File: src/rtl/ip_rx_demux_pkg.sv
// ip_rx_demux_pkg
// Shared IPv4 constants, the receive FSM state type and the ones'-complement
// byte accumulate helper used by the header checksum logic.
package ip_rx_demux_pkg;

    localparam logic [3:0]  IP_VERSION_4 = 4'd4;
    localparam logic [3:0]  IHL_MIN      = 4'd5;
    localparam logic [7:0]  PROTO_ICMP   = 8'd1;
    localparam logic [7:0]  PROTO_UDP    = 8'd17;
    localparam logic [31:0] IP_BROADCAST = 32'hFFFF_FFFF;
    localparam logic [15:0] CSUM_GOOD    = 16'hFFFF;

    typedef enum logic [2:0] {
        IDLE    = 3'd0,
        HDR     = 3'd1,
        OPT     = 3'd2,
        PAYLOAD = 3'd3,
        DISCARD = 3'd4
    } rx_state_e;

    // Adds one header byte to a running 16-bit ones'-complement sum. Even
    // offsets are the high byte of a word and odd offsets the low byte, so
    // adding byte by byte gives the same result as adding whole words.
    function automatic logic [15:0] csum_add_byte(input logic [15:0] sum,
                                                  input logic [7:0]  b,
                                                  input logic        odd);
        logic [15:0] w;
        logic [16:0] s;
        w = odd ? {8'h00, b} : {b, 8'h00};
        s = {1'b0, sum} + {1'b0, w};
        return s[15:0] + {15'd0, s[16]};
    endfunction

endpackage

File: src/rtl/ip_hdr_checksum.sv
// ip_hdr_checksum
// Running ones'-complement sum of an IPv4 header presented one byte at a time.
// Ports:
//   i_clk, i_rst  clock, asynchronous active-low reset
//   i_data        header byte
//   i_valid       i_data is a header byte to be added this cycle
//   i_clear       restart the sum; a byte valid in the same cycle becomes
//                 byte 0 (high half) of the new sum
//   o_sum         registered sum of all bytes accepted so far
module ip_hdr_checksum
    import ip_rx_demux_pkg::*;
(
    input  logic        i_clk,
    input  logic        i_rst,
    input  logic [7:0]  i_data,
    input  logic        i_valid,
    input  logic        i_clear,
    output logic [15:0] o_sum
);

    logic [15:0] sum_q, sum_d;
    logic        odd_q, odd_d;

    always_comb begin
        sum_d = sum_q;
        odd_d = odd_q;
        if (i_clear) begin
            sum_d = 16'h0000;
            odd_d = 1'b0;
            if (i_valid) begin
                sum_d = csum_add_byte(16'h0000, i_data, 1'b0);
                odd_d = 1'b1;
            end
        end else if (i_valid) begin
            sum_d = csum_add_byte(sum_q, i_data, odd_q);
            odd_d = ~odd_q;
        end
    end

    always_ff @(posedge i_clk or negedge i_rst) begin
        if (!i_rst) begin
            sum_q <= 16'h0000;
            odd_q <= 1'b0;
        end else begin
            sum_q <= sum_d;
            odd_q <= odd_d;
        end
    end

    assign o_sum = sum_q;

endmodule

File: src/rtl/ip_rx_demux.sv
// ip_rx_demux
// Parses IPv4 datagrams from the MAC RX byte stream, validates the header and
// forwards the payload to the ICMP or UDP channel with one cycle of latency.
// Handshake: all streams are valid-only with no backpressure; a byte (and its
// last flag) transfers in every cycle its valid is high, and cycles with valid
// low carry nothing and change nothing.
// Ports:
//   i_clk, i_rst                        clock, asynchronous active-low reset
//   i_mac_data/valid/last               IPv4 datagram bytes from the MAC
//   o_icmp_len/data/last/valid          ICMP payload stream and payload length
//   o_udp_len/data/last/valid           UDP payload stream and payload length
//   o_src_ip                            source address of the forwarded datagram
//   o_drop                              one-cycle pulse per rejected/truncated datagram
//   o_dbg_state                         current FSM state (rx_state_e encoding)
module ip_rx_demux
    import ip_rx_demux_pkg::*;
#(
    parameter logic [31:0] P_LOCAL_IP = 32'hC0A8_0164
) (
    input  logic        i_clk,
    input  logic        i_rst,
    input  logic [7:0]  i_mac_data,
    input  logic        i_mac_valid,
    input  logic        i_mac_last,
    output logic [15:0] o_icmp_len,
    output logic [7:0]  o_icmp_data,
    output logic        o_icmp_last,
    output logic        o_icmp_valid,
    output logic [15:0] o_udp_len,
    output logic [7:0]  o_udp_data,
    output logic        o_udp_last,
    output logic        o_udp_valid,
    output logic [31:0] o_src_ip,
    output logic        o_drop,
    output logic [2:0]  o_dbg_state
);

    rx_state_e   state_q, state_d;
    // Set by reset: a reset may land mid-datagram, so everything up to the
    // next i_mac_last is ignored before parsing starts again.
    logic        wait_eof_q, wait_eof_d;
    logic [15:0] cnt_q, cnt_d;
    logic [3:0]  ver_q, ver_d;
    logic [3:0]  ihl_q, ihl_d;
    logic [15:0] tl_q, tl_d;
    logic [13:0] frag_q, frag_d;   // MF flag and 13-bit fragment offset
    logic [7:0]  proto_q, proto_d;
    logic [31:0] src_q, src_d;
    logic [31:0] dst_q, dst_d;
    logic [15:0] pay_len_q, pay_len_d;
    logic        is_udp_q, is_udp_d;

    logic [15:0] icmp_len_q, icmp_len_d;
    logic [7:0]  icmp_data_q, icmp_data_d;
    logic        icmp_last_q, icmp_last_d;
    logic        icmp_valid_q, icmp_valid_d;
    logic [15:0] udp_len_q, udp_len_d;
    logic [7:0]  udp_data_q, udp_data_d;
    logic        udp_last_q, udp_last_d;
    logic        udp_valid_q, udp_valid_d;
    logic [31:0] src_ip_q, src_ip_d;
    logic        drop_q, drop_d;

    logic [15:0] csum_sum;
    logic [15:0] csum_now;
    logic        csum_clear;
    logic        csum_valid;
    logic [15:0] hdr_len;
    logic [31:0] dst_now;
    logic        hdr_done;
    logic        accept;
    logic        pay_last;

    ip_hdr_checksum u_csum (
        .i_clk   (i_clk),
        .i_rst   (i_rst),
        .i_data  (i_mac_data),
        .i_valid (csum_valid),
        .i_clear (csum_clear),
        .o_sum   (csum_sum)
    );

    assign csum_clear = (state_q == IDLE);
    assign csum_valid = i_mac_valid &&
                        (((state_q == IDLE) && !wait_eof_q) ||
                         (state_q == HDR) || (state_q == OPT));

    assign hdr_len = {10'd0, ihl_q, 2'b00};

    // The decision is taken while the last header byte is on the bus, so the
    // checksum and destination are completed combinationally with that byte.
    // The last header byte is always at an odd offset (low half of a word).
    assign csum_now = csum_add_byte(csum_sum, i_mac_data, 1'b1);
    assign dst_now  = (state_q == HDR) ? {dst_q[23:0], i_mac_data} : dst_q;

    assign hdr_done = i_mac_valid && !i_mac_last &&
                      (((state_q == HDR) && (cnt_q == 16'd19) && (ihl_q <= IHL_MIN)) ||
                       ((state_q == OPT) && (cnt_q == hdr_len - 16'd1)));

    assign accept = (ver_q == IP_VERSION_4) &&
                    (ihl_q >= IHL_MIN) &&
                    ((dst_now == P_LOCAL_IP) || (dst_now == IP_BROADCAST)) &&
                    (frag_q == 14'd0) &&
                    (csum_now == CSUM_GOOD) &&
                    ((proto_q == PROTO_ICMP) || (proto_q == PROTO_UDP)) &&
                    (tl_q > hdr_len);

    assign pay_last = (cnt_q == pay_len_q - 16'd1);

    always_comb begin
        state_d      = state_q;
        wait_eof_d   = wait_eof_q;
        cnt_d        = cnt_q;
        ver_d        = ver_q;
        ihl_d        = ihl_q;
        tl_d         = tl_q;
        frag_d       = frag_q;
        proto_d      = proto_q;
        src_d        = src_q;
        dst_d        = dst_q;
        pay_len_d    = pay_len_q;
        is_udp_d     = is_udp_q;
        icmp_len_d   = icmp_len_q;
        icmp_data_d  = icmp_data_q;
        icmp_last_d  = 1'b0;
        icmp_valid_d = 1'b0;
        udp_len_d    = udp_len_q;
        udp_data_d   = udp_data_q;
        udp_last_d   = 1'b0;
        udp_valid_d  = 1'b0;
        src_ip_d     = src_ip_q;
        drop_d       = 1'b0;

        if (i_mac_valid) begin
            case (state_q)
                IDLE: begin
                    if (wait_eof_q) begin
                        if (i_mac_last) wait_eof_d = 1'b0;
                    end else begin
                        ver_d = i_mac_data[7:4];
                        ihl_d = i_mac_data[3:0];
                        cnt_d = 16'd1;
                        if (i_mac_last) drop_d  = 1'b1;
                        else            state_d = HDR;
                    end
                end
                HDR: begin
                    cnt_d = cnt_q + 16'd1;
                    case (cnt_q)
                        16'd2:  tl_d[15:8]  = i_mac_data;
                        16'd3:  tl_d[7:0]   = i_mac_data;
                        16'd6:  frag_d[13:8] = i_mac_data[5:0];
                        16'd7:  frag_d[7:0]  = i_mac_data;
                        16'd9:  proto_d     = i_mac_data;
                        16'd12, 16'd13, 16'd14, 16'd15:
                                src_d = {src_q[23:0], i_mac_data};
                        16'd16, 16'd17, 16'd18, 16'd19:
                                dst_d = {dst_q[23:0], i_mac_data};
                        default: ;
                    endcase
                    if (i_mac_last) begin
                        drop_d  = 1'b1;
                        state_d = IDLE;
                    end else if ((cnt_q == 16'd19) && (ihl_q > IHL_MIN)) begin
                        state_d = OPT;
                    end
                end
                OPT: begin
                    cnt_d = cnt_q + 16'd1;
                    if (i_mac_last) begin
                        drop_d  = 1'b1;
                        state_d = IDLE;
                    end
                end
                PAYLOAD: begin
                    if (is_udp_q) begin
                        udp_valid_d = 1'b1;
                        udp_data_d  = i_mac_data;
                        udp_last_d  = pay_last || i_mac_last;
                    end else begin
                        icmp_valid_d = 1'b1;
                        icmp_data_d  = i_mac_data;
                        icmp_last_d  = pay_last || i_mac_last;
                    end
                    cnt_d = cnt_q + 16'd1;
                    if (pay_last) begin
                        // Anything after the final payload byte is padding.
                        state_d = i_mac_last ? IDLE : DISCARD;
                    end else if (i_mac_last) begin
                        drop_d  = 1'b1;
                        state_d = IDLE;
                    end
                end
                DISCARD: begin
                    if (i_mac_last) state_d = IDLE;
                end
                default: state_d = IDLE;
            endcase
        end

        if (hdr_done) begin
            cnt_d = 16'd0;
            if (accept) begin
                state_d   = PAYLOAD;
                pay_len_d = tl_q - hdr_len;
                src_ip_d  = src_q;
                if (proto_q == PROTO_UDP) begin
                    is_udp_d  = 1'b1;
                    udp_len_d = tl_q - hdr_len;
                end else begin
                    is_udp_d   = 1'b0;
                    icmp_len_d = tl_q - hdr_len;
                end
            end else begin
                state_d = DISCARD;
                drop_d  = 1'b1;
            end
        end
    end

    always_ff @(posedge i_clk or negedge i_rst) begin
        if (!i_rst) begin
            state_q      <= IDLE;
            wait_eof_q   <= 1'b1;
            cnt_q        <= 16'd0;
            ver_q        <= 4'd0;
            ihl_q        <= 4'd0;
            tl_q         <= 16'd0;
            frag_q       <= 14'd0;
            proto_q      <= 8'd0;
            src_q        <= 32'd0;
            dst_q        <= 32'd0;
            pay_len_q    <= 16'd0;
            is_udp_q     <= 1'b0;
            icmp_len_q   <= 16'd0;
            icmp_data_q  <= 8'd0;
            icmp_last_q  <= 1'b0;
            icmp_valid_q <= 1'b0;
            udp_len_q    <= 16'd0;
            udp_data_q   <= 8'd0;
            udp_last_q   <= 1'b0;
            udp_valid_q  <= 1'b0;
            src_ip_q     <= 32'd0;
            drop_q       <= 1'b0;
        end else begin
            state_q      <= state_d;
            wait_eof_q   <= wait_eof_d;
            cnt_q        <= cnt_d;
            ver_q        <= ver_d;
            ihl_q        <= ihl_d;
            tl_q         <= tl_d;
            frag_q       <= frag_d;
            proto_q      <= proto_d;
            src_q        <= src_d;
            dst_q        <= dst_d;
            pay_len_q    <= pay_len_d;
            is_udp_q     <= is_udp_d;
            icmp_len_q   <= icmp_len_d;
            icmp_data_q  <= icmp_data_d;
            icmp_last_q  <= icmp_last_d;
            icmp_valid_q <= icmp_valid_d;
            udp_len_q    <= udp_len_d;
            udp_data_q   <= udp_data_d;
            udp_last_q   <= udp_last_d;
            udp_valid_q  <= udp_valid_d;
            src_ip_q     <= src_ip_d;
            drop_q       <= drop_d;
        end
    end

    assign o_icmp_len   = icmp_len_q;
    assign o_icmp_data  = icmp_data_q;
    assign o_icmp_last  = icmp_last_q;
    assign o_icmp_valid = icmp_valid_q;
    assign o_udp_len    = udp_len_q;
    assign o_udp_data   = udp_data_q;
    assign o_udp_last   = udp_last_q;
    assign o_udp_valid  = udp_valid_q;
    assign o_src_ip     = src_ip_q;
    assign o_drop       = drop_q;
    assign o_dbg_state  = state_q;

endmodule

File: config.mk
export PLATFORM = sky130hd
export DESIGN_NAME = ip_rx_demux
export DESIGN_NICKNAME = d
export VERILOG_FILES = /design/src/rtl/ip_rx_demux_pkg.sv /design/src/rtl/ip_hdr_checksum.sv /design/src/rtl/ip_rx_demux.sv
export SDC_FILE = /design/constraint.sdc
export NUM_CORES = 1
export LEC_CHECK = 0
export CORE_ASPECT_RATIO = 0.9
export CORE_UTILIZATION = 64
export DETAILED_ROUTE_END_ITERATION = 7
export GPL_ROUTABILITY_DRIVEN = 0
export PLACE_DENSITY = 0.86
export SLEW_MARGIN = 20
export SYNTH_ARGS = -nofsm -noshare
export SYNTH_HDL_FRONTEND = slang
export SYNTH_SLANG_ARGS = --single-unit
File: constraint.sdc
create_clock -name i_clk -period 6.4 [get_ports i_clk]
set_input_delay 0.64 -clock i_clk [delete_from_list [all_inputs] [get_ports i_clk]]
set_output_delay 0.64 -clock i_clk [all_outputs]
set_load 0.01 [all_outputs]
==> results.sh, run 1 <==
export IMPL_post_cts_buffers=0
export IMPL_fin_crit_ns=5.387
export IMPL_route_met2_wl_microns=15900
export IMPL_die_area_sq_um=21160
export IMPL_grt_overflow_total=0
export IMPL_yosysWarnings=0
export IMPL_synth_fp_nets=1207
export IMPL_mostFrequentLayoutCells="dfrtp_1 (248), mux2_2 (125), clkdlybuf4s50_1 (98)"
export IMPL_reg2reg_slack_ns=1.24
export IMPL_cp_required_ns=6.82
export IMPL_met1_length_microns=13760
export IMPL_dr_pass1_iters=6
export IMPL_synth_compound_area_frac=0.08575
export IMPL_track_usage=0.3159
export IMPL_grt_pass1_wl_microns=53190
export IMPL_clk_latency_ns=0.54
export IMPL_routed_wirelength_microns=32940
export IMPL_synth_xor_area_frac=0.05119
export IMPL_ys_flop_type="dfrtp_1"
export IMPL_cts_root_buf="clkbuf_16"
export IMPL_r2r_worst_path_cells=16
export IMPL_clk_pin_slew_worst_paths_ns=0.06
export IMPL_area_growth_pct=16.11
export IMPL_clockBufferDepth=3
export IMPL_cts_sinks=249
export IMPL_crit_arrival_ns=5.81
export IMPL_cp_max_fo=20
export IMPL_drcViolationCount=0
export IMPL_rows=49
export IMPL_vias=9814
export IMPL_hold_slack_ns=0.1189
export IMPL_async_flop_share=1.000
export IMPL_slew_violations=0
export IMPL_setup_viol=0
export IMPL_synth_top_family_by_area="multiplexers"
export IMPL_wl_per_cell_microns=21.60
export IMPL_ys_types=72
export IMPL_antenna_found_initial=0
export IMPL_hold_viol=0
export IMPL_cts_tree="done"
export IMPL_relSlewSlack=0.3721
export IMPL_num_antenna_cells=0
export IMPL_ys_seq_elements=249
export IMPL_coreArea_sq_um=20050
export IMPL_rsz0062_at_grt="false"
export IMPL_fillers=1210
export IMPL_synth_area_top_cells="dfrtp_1 (47%), mux2_2 (11%), mux2_4 (5.1%)"
export IMPL_nets=1304
export IMPL_place_port_buffers=99
export IMPL_avgSynthCellArea_sq_um=11.43
export IMPL_outcome="complete, no violations"
export IMPL_synth_simple_gate_area_frac=0.1366
export IMPL_synth_edff_count=0
export IMPL_worst_setup_path_end_kind="flip-flop"
export IMPL_ios=100
export IMPL_grt_max_degree=132
export IMPL_setup_tns_ns=0
export IMPL_highest_layer="met4"
export IMPL_cts_repair_resize_count=0
export IMPL_synth_cells=1153
export IMPL_drive_gt1_frac=0.1976
export IMPL_synth_adder_area_share=0.04160
export IMPL_ir_worst_vdd_mv=0.2574
export IMPL_initial_utilization=0.6572
export IMPL_vias_per_cell=6.435
export IMPL_cellPowerDensity_nw_per_um2=373.5
export IMPL_yosys_area_top_type="dfrtp_1"
export IMPL_worstSetupPathType="in -> reg"
export IMPL_r2r_end="o_src_ip[27]"
export IMPL_hold_buffers=0
export IMPL_die_h_microns=138.1
export IMPL_max_cap_viol_count=0
export IMPL_grt_pass1_vias=9882
export IMPL_hold_class="in -> async"
export IMPL_worst_setup_path_start_kind="primary input"
export IMPL_cts_inserted_buffers=26
export IMPL_fmax_mhz=185.6
export IMPL_reg2reg_from="u_csum.o_sum[5]"
export IMPL_die_w_microns=153.2
export IMPL_syn_cell_area_sq_um=13180
export IMPL_final_common_cell="dfrtp_1"
export IMPL_ys_seq_area_frac=0.4730
export IMPL_clock_skew_ns=0.02524
export IMPL_h_tree_depth=1
export IMPL_period_share=0.8417
export IMPL_synth_top_area_share=0.4710
export IMPL_met3_wirelength_microns=2117
export IMPL_cellLeakagePower_nw=7.109
export IMPL_post_route_worst_setup_slack_ns=1.013
export IMPL_drt_iter0_drc=906
export IMPL_detail_route_antenna_nets=0
export IMPL_worstMarginPinSlew_ns=0.9384
export IMPL_post_place_ws_ns=0.6772
export IMPL_dp_hpwl_microns=22040
export IMPL_synth_mux_area_frac=0.1801
## worst max-delay path, stage by stage
cell	delay [ns]
clkdlybuf4s50_1	0.52
ha_1	0.28
inv_1	0.07
fa_1	0.19
nand2b_1	0.16
a21oi_1	0.10
o22ai_1	0.38
nor2_1	0.11
ha_1	0.23
ha_1	0.28
nor4b_1	0.22
nand4_1	0.15
a2111oi_0	0.37
nand3_1	0.13
a2111o_1	0.41
a2111oi_4	0.33
and4_4	0.57
buf_4	0.32
mux2_4	0.33
## metrics by stage
stage,cell area [sq um],cells,power (mW),util
global placement,14360,1477,3.961,0.7163
global route,15300,1525,6.002,0.7630
finish,15300,1525,5.713,0.7630
detailed placement,14360,1477,4.041,0.7163
CTS,15290,1525,5.696,0.7629
floorplan,13180,1153,3.405,-
## how the worst max path moves through the flow
stage	slack, ns	startpoint	to	depth (start not counted)
4_1_cts	1.13	i_mac_data[0]	o_src_ip[27]	19
6_report	1.01	i_mac_data[0]	o_src_ip[27]	19
3_3_place_gp	0.82	i_mac_data[0]	o_src_ip[19]	19
2_1_floorplan	1.92	i_mac_data[0]	u_csum.o_sum[9]	19
5_1_grt	0.72	i_mac_data[0]	o_src_ip[27]	19
3_5_place_dp	0.68	i_mac_data[0]	o_src_ip[27]	19
## synth_stat cells (9+ instances only)
cell type    n
nor3_1      34
xor2_1      39
a21o_1      11
mux2_4      45
o211ai_1    10
mux2_2     125
mux2_1      15
and2_1      12
o21ai_0     49
nor2_1      49
mux2i_1     12
a211oi_1     9
xnor2_1     38
dfrtp_1    248
nor4_1      27
nand2b_1    11
nand4_1     24
a21oi_1     26
inv_1       33
or3_1        9
ha_1        39
nand3_1     29
nor2b_1     17
clkbuf_1    33
a31oi_1      9
nand2_1     84
## layout make-up
type	instances	area, sq um	area share
Clock buffer	34	720.7	0.04711
Clock inverter	14	214.0	0.01399
Inverter	34	127.6	0.008343
Multi-Input combinational cell	823	6535	0.4272
Sequential cell	249	6232	0.4074
Tap cell	255	319.1	0.02086
Timing Repair Buffer	116	1149	0.07509
## report_power, final
part | switching, mW | internal, mW | leakage [nW] | total, mW
clock | 0.637 | 0.999 | 0.464 | 1.64
sequential | 0.292 | 1.81 | 3.36 | 2.10
combinational | 1.18 | 0.799 | 3.29 | 1.98
## metal layers
| layer | track usage | vias to the layer above |
|---|---|---|
| li1 | - | 4387 |
| met1 | 0.4243 | 4881 |
| met2 | 0.5215 | 435 |
| met3 | 0.04828 | 111 |
| met4 | 0.1180 | 0 |
| met5 | 0 | - |
## kinds of logic (layout without fill, tap and decap cells)
family,after synthesis,count (layout)
AND/OR/NAND/NOR,341,341
flip-flops,249,249
buffers and inverters,81,198
XOR/XNOR,77,77
adder cells (fa/ha/maj),42,42
multiplexers,197,197
AO/OA/AOI/OAI,166,166
## flip-flops by register name, indices dropped and copies added (netlist names), 3 cells and up
| register | cells |
|---|---|
| o_icmp_data | 8 |
| pay_len_q | 16 |
| o_udp_len | 16 |
| o_icmp_len | 16 |
| dst_q | 32 |
| o_src_ip | 32 |
| cnt_q | 16 |
| ver_q | 4 |
| o_udp_data | 8 |
| proto_q | 8 |
| frag_q | 14 |
| tl_q | 16 |
| src_q | 32 |
| ihl_q | 4 |
| o_dbg_state | 3 |
| u_csum.o_sum | 16 |
(Power assumes the default switching activity.)
==> run 2, diff against run 1 <==
Settings changed: CORE_UTILIZATION 64 to 53, PLACE_DENSITY 0.86 to 0.76.
Clock period 6.4 ns to 4.9 ns, I/O delays scaled along.
==> results.sh, run 2 (synthesized netlist as in run 1, its figures left out) <==
export IMPL_outcome="complete, no violations"
export IMPL_reg2reg_from="u_csum.odd_q"
export IMPL_drive_gt1_frac=0.2059
export IMPL_cellLeakagePower_nw=7.185
export IMPL_placedCellCount=1550
export IMPL_fillers=1854
export IMPL_mostFrequentLayoutCells="dfrtp_1 (248), mux2_2 (125), clkdlybuf4s50_1 (98)"
export IMPL_clk_pin_slew_worst_paths_ns=0.06
export IMPL_wl_per_cell_microns=19.24
export IMPL_clock_skew_ns=0.01958
export IMPL_period_share=0.9357
export IMPL_drcViolationCount=0
export IMPL_final_util=0.6382
export IMPL_grt_overflow_total=0
export IMPL_area_growth_pct=17.82
export IMPL_critical_path_endpoint="u_csum.o_sum[9]"
export IMPL_r2r_end="u_csum.o_sum[9]"
export IMPL_worstSetupPathType="in -> reg"
export IMPL_rsz0062_at_grt="false"
export IMPL_die_h_microns=151.6
export IMPL_worst_setup_path_end_kind="flip-flop"
export IMPL_die_w_microns=168.2
export IMPL_slowest_delay_ns=0.52
export IMPL_routed_wirelength_microns=30780
export IMPL_drt_iter0_drc=716
export IMPL_crit_start="i_mac_data[0]"
export IMPL_initial_utilization=0.5417
export IMPL_layout_area_seq_sq_um=6232
export IMPL_cp_max_fo=7
export IMPL_coreArea_sq_um=24320
export IMPL_detail_route_antenna_nets=0
export IMPL_fin_cells=1600
export IMPL_dr_pass1_iters=5
export IMPL_clockBufferDepth=3
export IMPL_ir_worst_vdd_mv=0.3128
export IMPL_multi_input_area_sq_um=6534
export IMPL_r2r_worst_path_cells=18
export IMPL_cts_tree="done"
export IMPL_cellPowerDensity_nw_per_um2=470.3
export IMPL_final_common_cell="dfrtp_1"
export IMPL_place_port_buffers=99
export IMPL_grt_max_degree=133
export IMPL_setup_tns_ns=0
export IMPL_crit_path_top_delay_cell="a2111oi_0"
export IMPL_rows=54
export IMPL_antenna_found_initial=0
export IMPL_setup_viol=0
export IMPL_max_cap_viol_count=0
export IMPL_worst_setup_path_start_kind="primary input"
export IMPL_ios=100
export IMPL_crit_arrival_ns=4.98
export IMPL_grt_pass1_wl_microns=49050
export IMPL_cts_root_buf="clkbuf_16"
export IMPL_nets=1326
export IMPL_reg2reg_slack_ns=0.43
export IMPL_num_antenna_cells=0
export IMPL_fmax_mhz=218.1
export IMPL_vias_per_cell=5.915
export IMPL_cp_required_ns=5.30
export IMPL_die_area_sq_um=25490
export IMPL_grt_pass1_vias=9221
export IMPL_vias=9464
export IMPL_worstMarginPinSlew_ns=1.044
export IMPL_dp_hpwl_microns=21640
export IMPL_clk_latency_ns=0.53
export IMPL_cp_cell_sequence="clkdlybuf4s50_1 > buf_4 > and2_1 > ha_1 > fa_1 > a211o_1 > a2111oi_0 > buf_4 > o211ai_1 > a31o_2 > a21oi_1 > nor2b_1 > o21ai_0 > nand2b_1 > ha_1 > and3_1 > and2_1 > and3_1 > nor3_1 > o21ai_0"
export IMPL_h_tree_depth=1
export IMPL_hold_class="in -> async"
export IMPL_relSlewSlack=0.3014
export IMPL_cts_sinks=249
export IMPL_slew_violations=0
export IMPL_fin_crit_ns=4.585
export IMPL_hold_viol=0
export IMPL_track_usage=0.2437
export IMPL_cts_inserted_buffers=26
==> run 2: worst min-delay path by stage <==
stage	start	end	slack [ns]	cells after the start
after floorplan	i_rst	cnt_q[0]	0.19	0
after global placement	wait_eof_q	wait_eof_q	0.45	2
after detailed placement	wait_eof_q	wait_eof_q	0.46	2
after CTS	i_rst	o_icmp_len[13]	0.11	1
after global routing	i_rst	o_icmp_len[10]	0.43	2
final	i_rst	o_udp_len[5]	0.42	2
==> run 2: timing repair <==
action                                  4_1_cts  5_1_grt
hold buffers                                  0        1
endpoints found under the setup margin        0        2
endpoints found under the hold margin         0       29
buffers inserted                              0        0
resized for setup                             0        1
==> run 2: metrics by stage <==
stage | hold WS, ns | area, sq um | power [mW] | worst slack (ns)
floorplan | 0.1944 | 13180 | 4.448 | 0.5654
global placement | 0.4495 | 14630 | 5.251 | -0.1330
detailed placement | 0.4567 | 14630 | 5.341 | -0.2041
CTS | 0.1121 | 15480 | 7.309 | 0.2937
global route | 0.4309 | 15520 | 7.713 | 0.05529
finish | 0.4170 | 15520 | 7.301 | 0.3152
==> run 2: report_power, final <==
part	switching (mW)	internal [mW]	total, mW
Clock	0.795	1.15	1.95
Combinational	1.55	1.08	2.63
Sequential	0.359	2.36	2.72
Total	2.71	4.59	7.30
==> run 2: area by class of cell <==
class | instances | area share
clock buffers | 39 | 0.04764
clock inverters | 9 | 0.007577
inverters | 34 | 0.008222
multi-input cells | 823 | 0.4209
flip-flops and latches | 249 | 0.4015
well taps | 308 | 0.02483
repair buffers | 138 | 0.08931
==> run 2: critical path, delay by kind of cell <==
kind                     cells  cell delay (ns)
AND/OR/NAND/NOR              7             1.11
adder cells (fa/ha/maj)      3             0.83
AO/OA/AOI/OAI                7             1.70
buffers and inverters        3             0.85
==> run 2: per-layer routing <==
layer	GRT usage	wire length, microns	vias to the layer above
met2	0.3998	14470	244
met4	0.06682	694	0
met1	0.3429	14240	4744
met3	0.03169	1380	47
met5	0	0	-
li1	-	-	4429
